$ cat config.mk
export PLATFORM = sky130hd
export DESIGN_NAME = frame_sched_flat
export DESIGN_NICKNAME = d
export VERILOG_FILES = /design/src/rtl/frame_sched_pkg.sv /design/src/rtl/frame_sched_if.sv /design/src/rtl/frame_sched_pingpong_buf.sv /design/src/rtl/frame_sched.sv /design/src/flat_wrapper.sv
export SDC_FILE = /design/constraint.sdc
export NUM_CORES = 1
export LEC_CHECK = 0
export BUFFER_PORTS_ARGS = -buffer_cell sky130_fd_sc_hd__buf_2
export CAP_MARGIN = 10
export CORE_MARGIN = 3
export CORE_UTILIZATION = 61
export DETAILED_ROUTE_END_ITERATION = 6
export PLACE_DENSITY = 0.84
export SLEW_MARGIN = 20
export SYNTH_ARGS = -nofsm -noshare
export SYNTH_HDL_FRONTEND = slang
export SYNTH_SLANG_ARGS = --single-unit
$ cat constraint.sdc
create_clock -name clk -period 7.4 [get_ports clk]
set_input_delay 0.74 -clock clk [delete_from_list [all_inputs] [get_ports clk]]
set_output_delay 0.74 -clock clk [all_outputs]
set_load 0.02 [all_outputs]
$ cat src/rtl/frame_sched_pkg.sv
// Shared constants and FSM encoding for the frame scheduler.
`timescale 1ns/1ps
package frame_sched_pkg;
    localparam int FRAME_LEN = 16;  // samples per frame
    localparam int IDX_W     = 4;   // sample index / frequency bin width
    localparam int CNT_W     = 8;   // frame_cnt width

    typedef enum logic [1:0] {
        IDLE    = 2'd0,
        FFT_RUN = 2'd1,
        ANA_RUN = 2'd2
    } state_e;
endpackage

$ cat src/rtl/frame_sched_if.sv
// Bundle of the sample stream, FFT/Analysis handshake and status signals.
`timescale 1ns/1ps
interface frame_sched_if import frame_sched_pkg::*; #(
    parameter int DW = 16
);
    logic                      in_valid;
    logic                      in_ready;
    logic [DW-1:0]             in_data;
    logic [FRAME_LEN*DW-1:0]   frame_data;
    logic                      fft_start;
    logic                      fft_done;
    logic                      ana_start;
    logic                      ana_done;
    logic [IDX_W-1:0]          ana_freq;
    logic [IDX_W-1:0]          freq_out;
    logic                      freq_valid;
    logic [CNT_W-1:0]          frame_cnt;
    logic                      all_done;
    logic                      err;

    // Scheduler side
    modport slave (
        input  in_valid, in_data, fft_done, ana_done, ana_freq,
        output in_ready, frame_data, fft_start, ana_start, freq_out,
               freq_valid, frame_cnt, all_done, err
    );

    // Environment side (sample source, FFT and Analysis engines)
    modport master (
        output in_valid, in_data, fft_done, ana_done, ana_freq,
        input  in_ready, frame_data, fft_start, ana_start, freq_out,
               freq_valid, frame_cnt, all_done, err
    );
endinterface

$ cat src/rtl/frame_sched_pingpong_buf.sv
// Two-bank ping-pong frame store: the writer fills one bank while the
// reader side presents the other bank in parallel on frame_data.
`timescale 1ns/1ps
module frame_sched_pingpong_buf import frame_sched_pkg::*; #(
    parameter int DW = 16
) (
    input  logic                    clk,
    input  logic                    rst,
    input  logic                    in_valid_i,
    input  logic [DW-1:0]           in_data_i,
    output logic                    in_ready_o,
    input  logic                    hold_i,       // stop accepting (all frames done)
    input  logic                    release_i,    // free the read bank and advance
    output logic                    rd_bank_o,
    output logic [1:0]              bank_full_o,
    output logic [FRAME_LEN*DW-1:0] frame_data_o
);
    logic [DW-1:0]    mem_q [2][FRAME_LEN];
    logic             wr_bank_q, wr_bank_d;
    logic [IDX_W-1:0] wr_ptr_q, wr_ptr_d;
    logic [1:0]       bank_full_q, bank_full_d;
    logic             rd_bank_q, rd_bank_d;
    logic             accept;

    assign in_ready_o  = !bank_full_q[wr_bank_q] && !hold_i;
    assign accept      = in_valid_i && in_ready_o;
    assign rd_bank_o   = rd_bank_q;
    assign bank_full_o = bank_full_q;

    // Next-state: writer fill/flip and reader release; they always touch
    // different banks, so both updates of bank_full apply together.
    always_comb begin
        wr_bank_d   = wr_bank_q;
        wr_ptr_d    = wr_ptr_q;
        bank_full_d = bank_full_q;
        rd_bank_d   = rd_bank_q;
        if (accept) begin
            if (wr_ptr_q == IDX_W'(FRAME_LEN - 1)) begin
                bank_full_d[wr_bank_q] = 1'b1;
                wr_bank_d              = ~wr_bank_q;
                wr_ptr_d               = '0;
            end else begin
                wr_ptr_d = wr_ptr_q + IDX_W'(1);
            end
        end
        if (release_i) begin
            bank_full_d[rd_bank_q] = 1'b0;
            rd_bank_d              = ~rd_bank_q;
        end
    end

    // Control state registers
    always_ff @(posedge clk) begin
        if (rst) begin
            wr_bank_q   <= 1'b0;
            wr_ptr_q    <= '0;
            bank_full_q <= 2'b00;
            rd_bank_q   <= 1'b0;
        end else begin
            wr_bank_q   <= wr_bank_d;
            wr_ptr_q    <= wr_ptr_d;
            bank_full_q <= bank_full_d;
            rd_bank_q   <= rd_bank_d;
        end
    end

    // Sample storage; contents need no reset since bank_full gates use
    always_ff @(posedge clk) begin
        if (accept) begin
            mem_q[wr_bank_q][wr_ptr_q] <= in_data_i;
        end
    end

    // Whole read bank presented in parallel for the FFT to capture
    genvar gi;
    generate
        for (gi = 0; gi < FRAME_LEN; gi++) begin : g_frame
            assign frame_data_o[gi*DW +: DW] = mem_q[rd_bank_q][gi];
        end
    endgenerate
endmodule

$ cat src/rtl/frame_sched.sv
// Frame scheduler: buffers samples into frames and sequences FFT then
// Analysis per frame, with a watchdog that aborts a stalled run.
`timescale 1ns/1ps
module frame_sched import frame_sched_pkg::*; #(
    parameter int DW         = 16,
    parameter int NUM_FRAMES = 8,
    parameter int TIMEOUT    = 255
) (
    input  logic          clk,
    input  logic          rst,
    frame_sched_if.slave  bus
);
    localparam int               WD_W      = $clog2(TIMEOUT + 1);
    localparam logic [WD_W-1:0]  WD_LIMIT  = WD_W'(TIMEOUT);
    localparam logic [CNT_W-1:0] CNT_LIMIT = CNT_W'(NUM_FRAMES);

    state_e           state_q;
    logic [WD_W-1:0]  wd_q;
    logic             fft_start_q;
    logic             ana_start_q;
    logic             freq_valid_q;
    logic [IDX_W-1:0] freq_out_q;
    logic [CNT_W-1:0] frame_cnt_q;
    logic             all_done_q;
    logic             err_q;

    logic             rd_bank;
    logic [1:0]       bank_full;
    logic             rd_full;
    logic             wd_expired;
    logic             release_pulse;
    logic [CNT_W-1:0] cnt_inc;

    frame_sched_pingpong_buf #(.DW(DW)) u_buf (
        .clk          (clk),
        .rst          (rst),
        .in_valid_i   (bus.in_valid),
        .in_data_i    (bus.in_data),
        .in_ready_o   (bus.in_ready),
        .hold_i       (all_done_q),
        .release_i    (release_pulse),
        .rd_bank_o    (rd_bank),
        .bank_full_o  (bank_full),
        .frame_data_o (bus.frame_data)
    );

    assign rd_full = bank_full[rd_bank];

    // Bank release on FFT completion or FFT abort; saturating frame count
    always_comb begin
        wd_expired    = (wd_q == WD_LIMIT);
        release_pulse = (state_q == FFT_RUN) && (bus.fft_done || wd_expired);
        cnt_inc       = (frame_cnt_q == CNT_LIMIT) ? frame_cnt_q
                                                   : frame_cnt_q + CNT_W'(1);
    end

    // Reader FSM with registered pulses and status; done beats timeout
    always_ff @(posedge clk) begin
        if (rst) begin
            state_q      <= IDLE;
            wd_q         <= '0;
            fft_start_q  <= 1'b0;
            ana_start_q  <= 1'b0;
            freq_valid_q <= 1'b0;
            freq_out_q   <= '0;
            frame_cnt_q  <= '0;
            all_done_q   <= 1'b0;
            err_q        <= 1'b0;
        end else begin
            fft_start_q  <= 1'b0;
            ana_start_q  <= 1'b0;
            freq_valid_q <= 1'b0;
            case (state_q)
                IDLE: begin
                    wd_q <= '0;
                    if (rd_full && !all_done_q) begin
                        fft_start_q <= 1'b1;
                        state_q     <= FFT_RUN;
                    end
                end
                FFT_RUN: begin
                    if (bus.fft_done) begin
                        ana_start_q <= 1'b1;
                        wd_q        <= '0;
                        state_q     <= ANA_RUN;
                    end else if (wd_expired) begin
                        err_q       <= 1'b1;
                        frame_cnt_q <= cnt_inc;
                        all_done_q  <= all_done_q || (cnt_inc == CNT_LIMIT);
                        wd_q        <= '0;
                        state_q     <= IDLE;
                    end else begin
                        wd_q <= wd_q + WD_W'(1);
                    end
                end
                ANA_RUN: begin
                    if (bus.ana_done) begin
                        freq_out_q   <= bus.ana_freq;
                        freq_valid_q <= 1'b1;
                        frame_cnt_q  <= cnt_inc;
                        all_done_q   <= all_done_q || (cnt_inc == CNT_LIMIT);
                        wd_q         <= '0;
                        state_q      <= IDLE;
                    end else if (wd_expired) begin
                        err_q       <= 1'b1;
                        frame_cnt_q <= cnt_inc;
                        all_done_q  <= all_done_q || (cnt_inc == CNT_LIMIT);
                        wd_q        <= '0;
                        state_q     <= IDLE;
                    end else begin
                        wd_q <= wd_q + WD_W'(1);
                    end
                end
                default: begin
                    wd_q    <= '0;
                    state_q <= IDLE;
                end
            endcase
        end
    end

    assign bus.fft_start  = fft_start_q;
    assign bus.ana_start  = ana_start_q;
    assign bus.freq_valid = freq_valid_q;
    assign bus.freq_out   = freq_out_q;
    assign bus.frame_cnt  = frame_cnt_q;
    assign bus.all_done   = all_done_q;
    assign bus.err        = err_q;
endmodule

$ cat src/flat_wrapper.sv
// flat-port wrapper written by rule: the top's interface ports become plain ports
module frame_sched_flat import frame_sched_pkg::*;
#(
    parameter int DW         = 16,
    parameter int NUM_FRAMES = 8,
    parameter int TIMEOUT    = 255
)
  (clk, rst, bus_in_valid, bus_in_data, bus_fft_done, bus_ana_done, bus_ana_freq, bus_in_ready, bus_frame_data, bus_fft_start, bus_ana_start, bus_freq_out, bus_freq_valid, bus_frame_cnt, bus_all_done, bus_err);
  frame_sched_if #(.DW(DW)) bus_i ();
  input  logic clk;
  input  logic rst;
  input wire logic [$bits(bus_i.in_valid)-1:0] bus_in_valid;
  input wire logic [$bits(bus_i.in_data)-1:0] bus_in_data;
  input wire logic [$bits(bus_i.fft_done)-1:0] bus_fft_done;
  input wire logic [$bits(bus_i.ana_done)-1:0] bus_ana_done;
  input wire logic [$bits(bus_i.ana_freq)-1:0] bus_ana_freq;
  output wire logic [$bits(bus_i.in_ready)-1:0] bus_in_ready;
  output wire logic [$bits(bus_i.frame_data)-1:0] bus_frame_data;
  output wire logic [$bits(bus_i.fft_start)-1:0] bus_fft_start;
  output wire logic [$bits(bus_i.ana_start)-1:0] bus_ana_start;
  output wire logic [$bits(bus_i.freq_out)-1:0] bus_freq_out;
  output wire logic [$bits(bus_i.freq_valid)-1:0] bus_freq_valid;
  output wire logic [$bits(bus_i.frame_cnt)-1:0] bus_frame_cnt;
  output wire logic [$bits(bus_i.all_done)-1:0] bus_all_done;
  output wire logic [$bits(bus_i.err)-1:0] bus_err;
  assign bus_i.in_valid = bus_in_valid;
  assign bus_i.in_data = bus_in_data;
  assign bus_i.fft_done = bus_fft_done;
  assign bus_i.ana_done = bus_ana_done;
  assign bus_i.ana_freq = bus_ana_freq;
  assign bus_in_ready = bus_i.in_ready;
  assign bus_frame_data = bus_i.frame_data;
  assign bus_fft_start = bus_i.fft_start;
  assign bus_ana_start = bus_i.ana_start;
  assign bus_freq_out = bus_i.freq_out;
  assign bus_freq_valid = bus_i.freq_valid;
  assign bus_frame_cnt = bus_i.frame_cnt;
  assign bus_all_done = bus_i.all_done;
  assign bus_err = bus_i.err;
  frame_sched #(.DW(DW), .NUM_FRAMES(NUM_FRAMES), .TIMEOUT(TIMEOUT)) u_core (.clk(clk), .rst(rst), .bus(bus_i));
endmodule
==> results.py, run 1 <==
metrics = {
    "sta": {
        "rsz0062_at_grt": "no",
        "min_period_ns": 3.956,
        "fmax_ghz": 0.2528,
        "worst_pin_slew_ns": 1.070,
        "post-route-period-util_pct": 53.45,
        "slew_headroom_pct": 28.69,
        "final.setup.tns_ns": 0,
        "finalSetupViolCount": 0,
        "drv_slew": 0,
        "finalClockSkew_ns": 0.008555,
        "hold_viol_final": 0,
    },
    "pwr": {
        "power.combinational.fraction_pct": 2.2,
        "leakagePower_nw": 8.384,
        "vdd_ir_drop_max_mv": 0.1628,
        "pwr-share-clk_pct": 41.3,
        "power_mw": 6.030,
        "pwr_density_cell_nw_per_um2": 249.8,
        "seqPwrFrac_pct": 56.5,
        "p_int_mw": 4.870,
        "swShare_pct": 19.24,
        "power_switching_mw": 1.160,
    },
    "worst_hold_path": {
        "holdPathStages": 3,
        "hold_path.class": "in2reg",
    },
    "global_route": {
        "grt_pass1_vias": 10776,
        "antenna_found_initial": 1,
        "grt_pass1_wl_um": 66250,
        "grt_max_degree": 81,
        "track_usage_pct": 24.90,
        "overflow": 0,
    },
    "route": {
        "drt_pass1_iterations": 5,
        "wl_per_cell_um": 24.03,
        "viasPerCell": 5.765,
        "totalWireLength_um": 45230,
        "drc": 0,
        "ant_nets": 0,
        "drt_iter0_markers": 1022,
        "num_vias": 10850,
    },
    "critical_path": {
        "crit_chain": "buf_4 -> mux2_2 -> buf_2",
        "cp.depth": 3,
        "crit_path_top_delay_cell": "dfxtp_4",
        "rr_worst_depth": 4,
        "critPathLaunchType": "register",
        "crit_path_max_incr_delay_ns": 1.00,
        "critPathRequiredTime_ns": 6.66,
        "path_buf_inv": 2,
        "critPathTopFamily": "buffers and inverters",
        "crit_arrival_ns": 3.22,
        "worstSetupEndpointType": "output pin",
        "critical_path_class": "reg2out",
        "cp_max_fo": 80,
    },
    "floorplanning": {
        "io-pin-count": 299,
        "die_h_um": 188.8,
        "initial_utilization_pct": 62.30,
        "core_area_um2": 32700,
        "die_area_um2": 35630,
        "die_w_um": 188.8,
        "row_count": 66,
    },
    "place": {
        "place.gp.congestion": 0.8095,
        "dp_hpwl_um": 26460,
        "port_buffers": 298,
    },
    "clock_network": {
        "root_buffer": "clkbuf_16",
        "hold_buffers": 0,
        "clkTransAtPathRegs_ns": 0.06,
        "cts_tree": "done",
        "clock_latency_ns": 0.55,
        "post_cts_buffers": 0,
        "cts_max_level": 2,
        "cts_buffer_depth": 3,
        "post_cts_resized": 0,
        "cts.sinks": 548,
        "cts_buffers": 50,
    },
    "run": {
        "maxCapViolations": 0,
    },
    "finish": {
        "layout_commonest_cell": "edfxtp_1",
        "drive_gt1_share_pct": 46.94,
        "fin_nets": 1435,
        "multi_input_area_um2": 4073,
        "final_cell_mix": "edfxtp_1 (512), buf_2 (298), mux2_2 (256)",
        "utilization_pct": 73.82,
        "diodes": 0,
        "final-seq-area_um2": 16100,
        "fillers": 1876,
        "area_delta_synth_final_pct": 18.48,
    },
    "yosys": {
        "yosysWarnings": 0,
        "ys_types": 51,
        "ys_seq_area_share_pct": 79.00,
        "synth_cells": 1055,
        "synthFlopType": "edfxtp_1",
        "synth_area_um2": 20370,
        "synthArstFlopShare_pct": 0,
        "syn_nets": 1091,
        "synth.ff_latch_count": 548,
        "synth_enable_flop_cells": 512,
        "synth_area_per_cell_um2": 19.31,
    },
    "run_status": {
        "status": "finished, final reports clean",
    },
}
metrics by stage:
stage | area, um^2 | std cells | setup WS (ns) | hold slack, ns
floorplan | 20370 | 1055 | 5.022 | 0.4377
global placement | 22520 | 1789 | 4.062 | 0.4404
detailed placement | 22520 | 1789 | 4.034 | 0.4463
CTS | 24140 | 1882 | 3.447 | 0.4122
global route | 24140 | 1882 | 3.292 | 0.4217
finish | 24140 | 1882 | 3.444 | 0.4396
cell type report:
type	count	area share, %
clock inverter	26	0.7049
tap	442	2.291
inverter	11	0.1710
sequential	548	66.69
clock buffer	67	6.007
timing repair buffer	333	7.266
multi-input combinational	455	16.87
worst reg2reg max path: stages, from the launching register on:
cell	delay (ns)
dfxtp_1	0.62
mux2_4	0.38
nand4bb_1	0.65
nor2_1	0.80
buf_4	0.32
worst paths after layout:
kind | start | end | slack (ns)
worst min register to register | u_core.bus.freq_out[2]$_SDFFE_PP0P_ | u_core.bus.freq_out[2]$_SDFFE_PP0P_ | 0.46
worst max register to register | u_core.u_buf.wr_bank_q$_SDFFE_PP0P_ | u_core.u_buf.mem_q[0][5]$_DFFE_PP_ | 4.32
worst min-delay path | bus_ana_freq[1] | u_core.bus.freq_out[1]$_SDFFE_PP0P_ | 0.44
worst max-delay path | register | bus_frame_data[190] | 3.44
power groups by stage:
stage,combinational [mW],sequential [mW],clock (mW)
after global routing,0.141,3.41,2.66
after global placement,0.128,3.47,0
after detailed placement,0.132,3.47,0
final,0.132,3.41,2.49
after floorplan,0.0440,3.47,0
after CTS,0.133,3.41,2.53
metal layers:
metal / track usage [%] / share of wire (%)
met1: 34.72 / 40
met4: 9.768 / 3.6
met2: 38.78 / 47
met5: 0 / 0.015
met3: 5.879 / 9.2
registers in the layout, indices dropped and copies added (netlist names), named ones only:
register,flops
u_core.u_buf.mem_q,512
u_core.bus.frame_cnt,8
u_core.wd_q,8
u_core.bus.freq_out,4
u_core.u_buf.wr_ptr_q,4
u_core.state_q,2
u_core.u_buf.bank_full_o,2
u_core.bus.all_done,1
u_core.bus.ana_start,1
u_core.bus.err,1
u_core.bus.fft_start,1
u_core.bus.freq_valid,1
u_core.u_buf.rd_bank_o,1
u_core.u_buf.wr_bank_q,1
synth_stat cells (2+ instances only):
library cell,n,area [um^2]
buf_2,3,15.01
nand2_1,14,52.55
nor2b_1,3,18.77
nor3b_1,2,15.01
clkbuf_1,35,131.4
a31oi_1,2,12.51
dfxtp_1,36,720.7
nor2_1,70,262.8
xnor2_1,8,70.07
and3_1,2,12.51
or2_2,3,18.77
nand3b_1,2,15.01
a21oi_1,13,65.06
o22ai_1,2,12.51
inv_1,11,41.29
xor2_1,6,52.55
ha_1,11,137.6
and2_1,3,18.77
nand3_1,14,70.07
nor4_1,5,31.28
buf_1,2,7.510
nor3_1,4,20.02
and4_1,2,17.52
mux2_2,256,2883
mux2i_1,5,50.05
o21ai_0,5,25.02
edfxtp_1,512,15370
cell families (layout without fill, tap and decap cells):
family                     count (synthesis)  in the layout  synth area share, %
AOI/OAI and AO/OA                         31             31               0.9396
xor gates and xnor gates                  14             14               0.6018
and+or+nand+nor                          137            137                3.304
DFF                                      548            548                79.00
buffers and inverters                     52            437                1.013
muxes                                    262            262                14.47
adders and majority gates                 11             11               0.6755
Power figures use the tool's default switching activity.
==> run 2: changes to the inputs <==
Settings changed: ABC_AREA set to 1, CORE_UTILIZATION 61 to 57, PLACE_DENSITY 0.84 to 0.8.
Clock period 7.4 ns to 3.7 ns, I/O delays scaled along.
==> run 2 against run 1 <==
Effect of this change: non-clock buffer count rose by 2; synthesized cell count rose by 3.9%; synthesized area barely moved; critical path depth did not move; sequential cell count did not move.
==> results.py, run 2 <==
metrics = {
    "critical_path": {
        "crit_arrival_ns": 2.45,
        "rrSetupSlack_ns": 1.17,
        "worstSetupEndpointType": "output pin",
        "crit_path_top_delay_cell": "dfxtp_4",
        "critical_path_class": "reg2out",
        "path_buf_inv": 2,
        "crit_path_max_incr_delay_ns": 0.75,
        "cp_max_fo": 39,
        "critPathRequiredTime_ns": 3.33,
        "crit_chain": "buf_4 -> mux2_2 -> buf_2",
        "critPathLaunchType": "register",
        "critPathTopFamily": "flip-flops",
    },
    "yosys": {
        "synth_area_um2": 20380,
        "synthTopCellsByCount": "edfxtp_1 (512), mux2_2 (256), nor2_1 (83)",
        "synth_most_common_cell": "edfxtp_1",
        "synthArstFlopShare_pct": 0,
        "ys_types": 34,
        "synth_area_leaders": "edfxtp_1 (75%), mux2_2 (14%), dfxtp_1 (3.5%), nor2_1 (1.5%), nand2_1 (0.92%)",
        "yosysWarnings": 0,
        "synth_enable_flop_cells": 512,
        "synth.ff_latch_count": 548,
        "synth_area_per_cell_um2": 18.59,
        "synthFlopType": "edfxtp_1",
        "synth_top_area_cell": "edfxtp_1",
        "synth_cells": 1096,
        "ys_seq_area_share_pct": 78.98,
        "synth_top_area_share_pct": 75.44,
        "syn_nets": 1132,
    },
    "route": {
        "drt_pass1_iterations": 7,
        "wl_met1_um": 19040,
        "wl_met3_um": 3184,
        "drt_iter0_markers": 901,
        "ant_nets": 0,
        "wl_per_cell_um": 23.70,
        "totalWireLength_um": 46070,
        "routed.top_layer": "met5",
        "drc": 0,
        "viasPerCell": 5.565,
        "route.met2.wl_um": 22300,
        "num_vias": 10819,
    },
    "clock_network": {
        "post_cts_resized": 0,
        "clkTransAtPathRegs_ns": 0.06,
        "cts_buffer_depth": 3,
        "root_buffer": "clkbuf_16",
        "hold_buffers": 0,
        "cts_tree": "done",
        "cts.sinks": 548,
        "cts_max_level": 2,
        "clock_latency_ns": 0.57,
        "post_cts_buffers": 0,
        "cts_buffers": 52,
    },
    "floorplanning": {
        "io-pin-count": 299,
        "core_area_um2": 34880,
        "row_count": 68,
        "die_h_um": 195.1,
        "die_w_um": 195.1,
        "initial_utilization_pct": 58.42,
        "die_area_um2": 38060,
    },
    "sta": {
        "worst_pin_slew_ns": 0.8851,
        "final.setup.tns_ns": 0,
        "rsz0062_at_grt": "no",
        "drv_slew": 0,
        "fmax_ghz": 0.3547,
        "hold_viol_final": 0,
        "finalSetupViolCount": 0,
        "postLayoutSetupSlackWorst_ns": 0.8808,
        "min_period_ns": 2.819,
        "slew_headroom_pct": 40.99,
        "finalClockSkew_ns": 0.01663,
        "post-route-period-util_pct": 76.19,
    },
    "global_route": {
        "overflow": 0,
        "grt_pass1_vias": 11046,
        "grt_pass1_wl_um": 67700,
        "grt_max_degree": 76,
        "track_usage_pct": 23.69,
        "antenna_found_initial": 1,
    },
    "finish": {
        "area_delta_synth_final_pct": 19.29,
        "fin_nets": 1485,
        "regMostFlops": "u_core.u_buf.mem_q",
        "fillers": 2225,
        "largest_reg_flops": 512,
        "final_cell_mix": "edfxtp_1 (512), buf_2 (298), mux2_2 (256)",
        "layout_commonest_cell": "edfxtp_1",
        "drive_gt1_share_pct": 45.47,
        "diodes": 0,
    },
    "pwr": {
        "vdd_ir_drop_max_mv": 0.3282,
        "pwr_density_cell_nw_per_um2": 512.5,
        "leakagePower_nw": 8.645,
        "power_mw": 12.46,
    },
    "place": {
        "port_buffers": 298,
        "dp_slack_ns": 1.205,
        "dp_hpwl_um": 26960,
        "place.gp.congestion": 0.8373,
    },
    "worst_hold_path": {
        "hold_path.class": "in2reg",
    },
    "run_status": {
        "status": "finished, final reports clean",
    },
    "run": {
        "maxCapViolations": 0,
    },
}
[run 2: changes by cell type after synthesis, moves of 7 or more]
cell and delta:
nor2_1 +13, nand2_1 +36, inv_1 +24, xnor2_1 -7, buf_2 +24, clkbuf_1 -29
o21ai_0 +18
[run 2: final timing paths]
| path | start | end | depth (start not counted) |
|---|---|---|---|
| setup / recovery | register | bus_frame_data[221] | 3 |
| hold / removal | bus_ana_freq[3] | u_core.bus.freq_out[3]$_SDFFE_PP0P_ | 3 |
| setup reg to reg | u_core.u_buf.wr_bank_q$_SDFFE_PP0P_ | u_core.u_buf.mem_q[1][84]$_DFFE_PP_ | 9 |
| hold reg to reg | u_core.wd_q[0]$_SDFF_PP0_ | u_core.wd_q[0]$_SDFF_PP0_ | 1 |
[run 2: through the flow]
| step | instance area, um^2 | utilization (%) | instances | hold slack [ns] |
|---|---|---|---|---|
| 6_report | 24310 | 69.69 | 1944 | 0.08083 |
| 2_1_floorplan | 20380 | - | 1096 | 0.4132 |
| 3_3_place_gp | 22580 | 64.73 | 1850 | 0.4252 |
| 5_1_grt | 24310 | 69.69 | 1944 | 0.07374 |
| 4_1_cts | 24310 | 69.69 | 1944 | 0.05126 |
| 3_5_place_dp | 22580 | 64.73 | 1850 | 0.4335 |
[run 2: layer usage]
layer | up-vias | global-route usage, %
met5 | - | 0
met4 | 2 | 8.424
met3 | 89 | 4.607
met2 | 453 | 38.42
met1 | 5436 | 32.61
li1 | 4839 | -
[run 2: worst min-delay path, cell delays in order]
cell and delay (ns):
buf_2 0.08, o21ai_0 0.08, nor2_1 0.09
[run 2: where the power goes]
group,leakage (nW),switching [mW],internal (mW),total (mW)
sequential,4.90,0.0108,6.81,6.82
combinational,2.89,0.224,0.0578,0.282
clock,0.848,2.16,3.20,5.36
total,8.65,2.40,10.1,12.5
[run 2: cells by family after synthesis]
logic type / count (synthesis) / share of synthesized area [%]
adders and majority gates: 11 / 0.6753
buffers and inverters: 73 / 1.578
xor gates and xnor gates: 4 / 0.1719
AOI/OAI and AO/OA: 44 / 1.160
muxes: 256 / 14.15
and+or+nand+nor: 160 / 3.291
DFF: 548 / 78.98
[run 2: final cells by class]
| type | instances | area (um^2) | area share, % |
|---|---|---|---|
| clock buffers | 64 | 1378 | 5.666 |
| clock inverters | 30 | 352.8 | 1.451 |
| well taps | 455 | 569.3 | 2.342 |
| flip-flops and latches | 548 | 16100 | 66.22 |
| inverters | 37 | 142.6 | 0.5867 |
| multi-input cells | 475 | 3963 | 16.30 |
| repair buffers | 335 | 1807 | 7.432 |
==> run 3: changes to the inputs <==
Settings changed: ABC_AREA 1 to 0, CORE_UTILIZATION 57 to 51, PLACE_DENSITY 0.8 to 0.75.
Clock period 3.7 ns to 2.4 ns, I/O delays scaled along.
==> run 3 against run 2 <==
Effect of this change: sequential cell count unchanged; global-route usage fell by 2.2 points; via count is 2.2% lower; first-iteration DRC count decreased by 14%; die area grew 11%; register-to-register slack got worse by 1.0 ns; non-clock buffer count rose by 16; clock power increased by 51%; clock skew fell by 0.0042 ns; count of clock-buffer cells in the layout is 1 lower.
==> results.py, run 3 (synthesis gave the netlist of run 1 again) <==
metrics = {
    "run_status": {
        "status": "finished, final reports clean",
    },
    "sta": {
        "final.setup.tns_ns": 0,
        "worst_pin_slew_ns": 0.9167,
        "finalSetupViolCount": 0,
        "hold_viol_final": 0,
        "drv_slew": 0,
        "rsz0062_at_grt": "yes",
        "slew_headroom_pct": 38.89,
        "finalClockSkew_ns": 0.01245,
        "fmax_ghz": 0.4265,
        "min_period_ns": 2.345,
        "post-route-period-util_pct": 97.69,
    },
    "critical_path": {
        "path_buf_inv": 2,
        "critPathRequiredTime_ns": 2.16,
        "critPathTopFamily": "buffers and inverters",
        "crit_path_top_delay_cell": "dfxtp_4",
        "crit_path_max_incr_delay_ns": 0.48,
        "crit_arrival_ns": 2.10,
        "critical_path_class": "reg2out",
        "worstSetupEndpointType": "output pin",
        "r2r-start": "u_core.u_buf.wr_bank_q$_SDFFE_PP0P_",
        "cp.depth": 3,
        "r2r-end": "u_core.u_buf.mem_q[0][164]$_DFFE_PP_",
        "cp_max_fo": 87,
        "rrSetupSlack_ns": 0.14,
        "crit_chain": "buf_16 -> mux2_2 -> buf_2",
        "critPathLaunchType": "register",
        "rr_worst_depth": 5,
    },
    "run": {
        "maxCapViolations": 0,
    },
    "clock_network": {
        "cts_buffer_depth": 3,
        "post_cts_buffers": 0,
        "cts_tree": "done",
        "cts.sinks": 548,
        "cts_max_level": 2,
        "root_buffer": "clkbuf_16",
        "clock_latency_ns": 0.57,
        "cts_buffers": 51,
        "clkTransAtPathRegs_ns": 0.06,
    },
    "route": {
        "totalWireLength_um": 46290,
        "viasPerCell": 5.355,
        "drc": 0,
        "ant_nets": 0,
        "num_vias": 10586,
        "drt_iter0_markers": 778,
        "drt_pass1_iterations": 5,
        "wl_per_cell_um": 23.42,
    },
    "floorplanning": {
        "die_w_um": 205.9,
        "die_h_um": 205.9,
        "core_area_um2": 39100,
        "io-pin-count": 299,
        "die_area_um2": 42380,
        "row_count": 72,
        "initial_utilization_pct": 52.11,
    },
    "pwr": {
        "pwr-share-clk_pct": 42.6,
        "vdd_ir_drop_max_mv": 0.5693,
        "leakagePower_nw": 8.512,
        "seqPwrFrac_pct": 55.2,
        "pwr_density_cell_nw_per_um2": 775.0,
        "power_switching_mw": 3.655,
        "swShare_pct": 19.21,
        "p_int_mw": 15.38,
        "power.combinational.fraction_pct": 2.2,
    },
    "finish": {
        "fillers": 2749,
        "layout_commonest_cell": "edfxtp_1",
        "final_cell_mix": "edfxtp_1 (512), buf_2 (298), mux2_2 (254)",
        "multi_input_area_um2": 4085,
        "diodes": 0,
        "drive_gt1_share_pct": 47.50,
        "area_delta_synth_final_pct": 20.52,
        "utilization_pct": 62.81,
        "largest_reg_flops": 512,
        "fin_nets": 1454,
        "regMostFlops": "u_core.u_buf.mem_q",
        "final-seq-area_um2": 16100,
    },
    "place": {
        "port_buffers": 298,
        "dp_hpwl_um": 27900,
        "place.gp.congestion": 0.8369,
    },
    "global_route": {
        "overflow": 0,
        "track_usage_pct": 21.47,
        "grt_pass1_vias": 10465,
        "antenna_found_initial": 1,
        "grt_max_degree": 89,
        "grt_pass1_wl_um": 66210,
    },
    "worst_hold_path": {
        "hold_path.class": "in2reg",
        "min_to": "u_core.bus.freq_valid$_SDFF_PP0_",
        "hold_start": "bus_ana_done",
        "holdPathStages": 3,
    },
}
[run 3: changes by cell type in the layout (fill, tap and decap cells not counted), sizes merged, moves of 4 or more]
cell	previous run	this run
mux2i	0	5
o21ai	24	5
nand2	52	15
inv	38	11
xnor2	1	8
buf	335	342
nor2	87	70
dlygate4sd3	0	9
nand3	10	14
nor4	0	6
[run 3: layout make-up]
type	instances	share of cell area [%]
inverters	11	0.1681
well taps	518	2.639
clock buffers	63	5.717
flip-flops and latches	548	65.56
clock inverters	31	1.279
repair buffers	351	8.000
multi-input cells	455	16.64
[run 3: worst min-delay path, stage by stage]
cell and delay (ns):
buf_2 0.15, nand2_1 0.18, nor2_1 0.06
[run 3: power groups by stage]
stage | logic [mW] | clock network (mW) | registers [mW]
4_1_cts | 0.433 | 8.24 | 10.5
3_5_place_dp | 0.426 | 0 | 10.7
2_1_floorplan | 0.136 | 0 | 10.7
3_3_place_gp | 0.417 | 0 | 10.7
6_report | 0.422 | 8.11 | 10.5
5_1_grt | 0.456 | 8.61 | 10.5
[run 3: stage by stage]
stage	setup WS, ns	area [um^2]	hold WS, ns	power (mW)	std cells
final	0.05541	24560	0.1140	19.03	1977
after global routing	-0.01786	24560	0.1099	19.57	1977
after CTS	0.003657	24530	0.06934	19.18	1977
after detailed placement	0.1809	22730	0.4502	11.13	1874
after global placement	0.2220	22730	0.4434	11.12	1874
after floorplan	0.02181	20370	0.3389	10.84	1055
[run 3: layer usage]
| layer | up-vias | global-route usage, % | share of wire [%] |
|---|---|---|---|
| li1 | 4798 | - | - |
| met1 | 5373 | 29.29 | 42 |
| met2 | 353 | 35.42 | 49 |
| met3 | 60 | 4.662 | 7.3 |
| met4 | 2 | 5.891 | 2.0 |
| met5 | - | 0 | 0.028 |
[run 3: repair_timing]
item / in CTS / in global routing
endpoints found under the hold margin: 5 / 0
setup endpoints to repair: 0 / 15
gates resized for setup: 0 / 4
hold buffers: 9 / 0
[run 3: worst max-delay path by stage]
stage / start / to / slack [ns]
floorplan: u_core.u_buf.wr_bank_q$_SDFFE_PP0P_ / u_core.u_buf.mem_q[1][112]$_DFFE_PP_ / 0.02
global placement: u_core.u_buf.wr_bank_q$_SDFFE_PP0P_ / u_core.u_buf.mem_q[0][89]$_DFFE_PP_ / 0.22
detailed placement: u_core.u_buf.wr_bank_q$_SDFFE_PP0P_ / u_core.u_buf.mem_q[1][186]$_DFFE_PP_ / 0.18
CTS: register / bus_frame_data[235] / 0.004
global route: register / bus_frame_data[180] / -0.02
finish: register / bus_frame_data[229] / 0.06
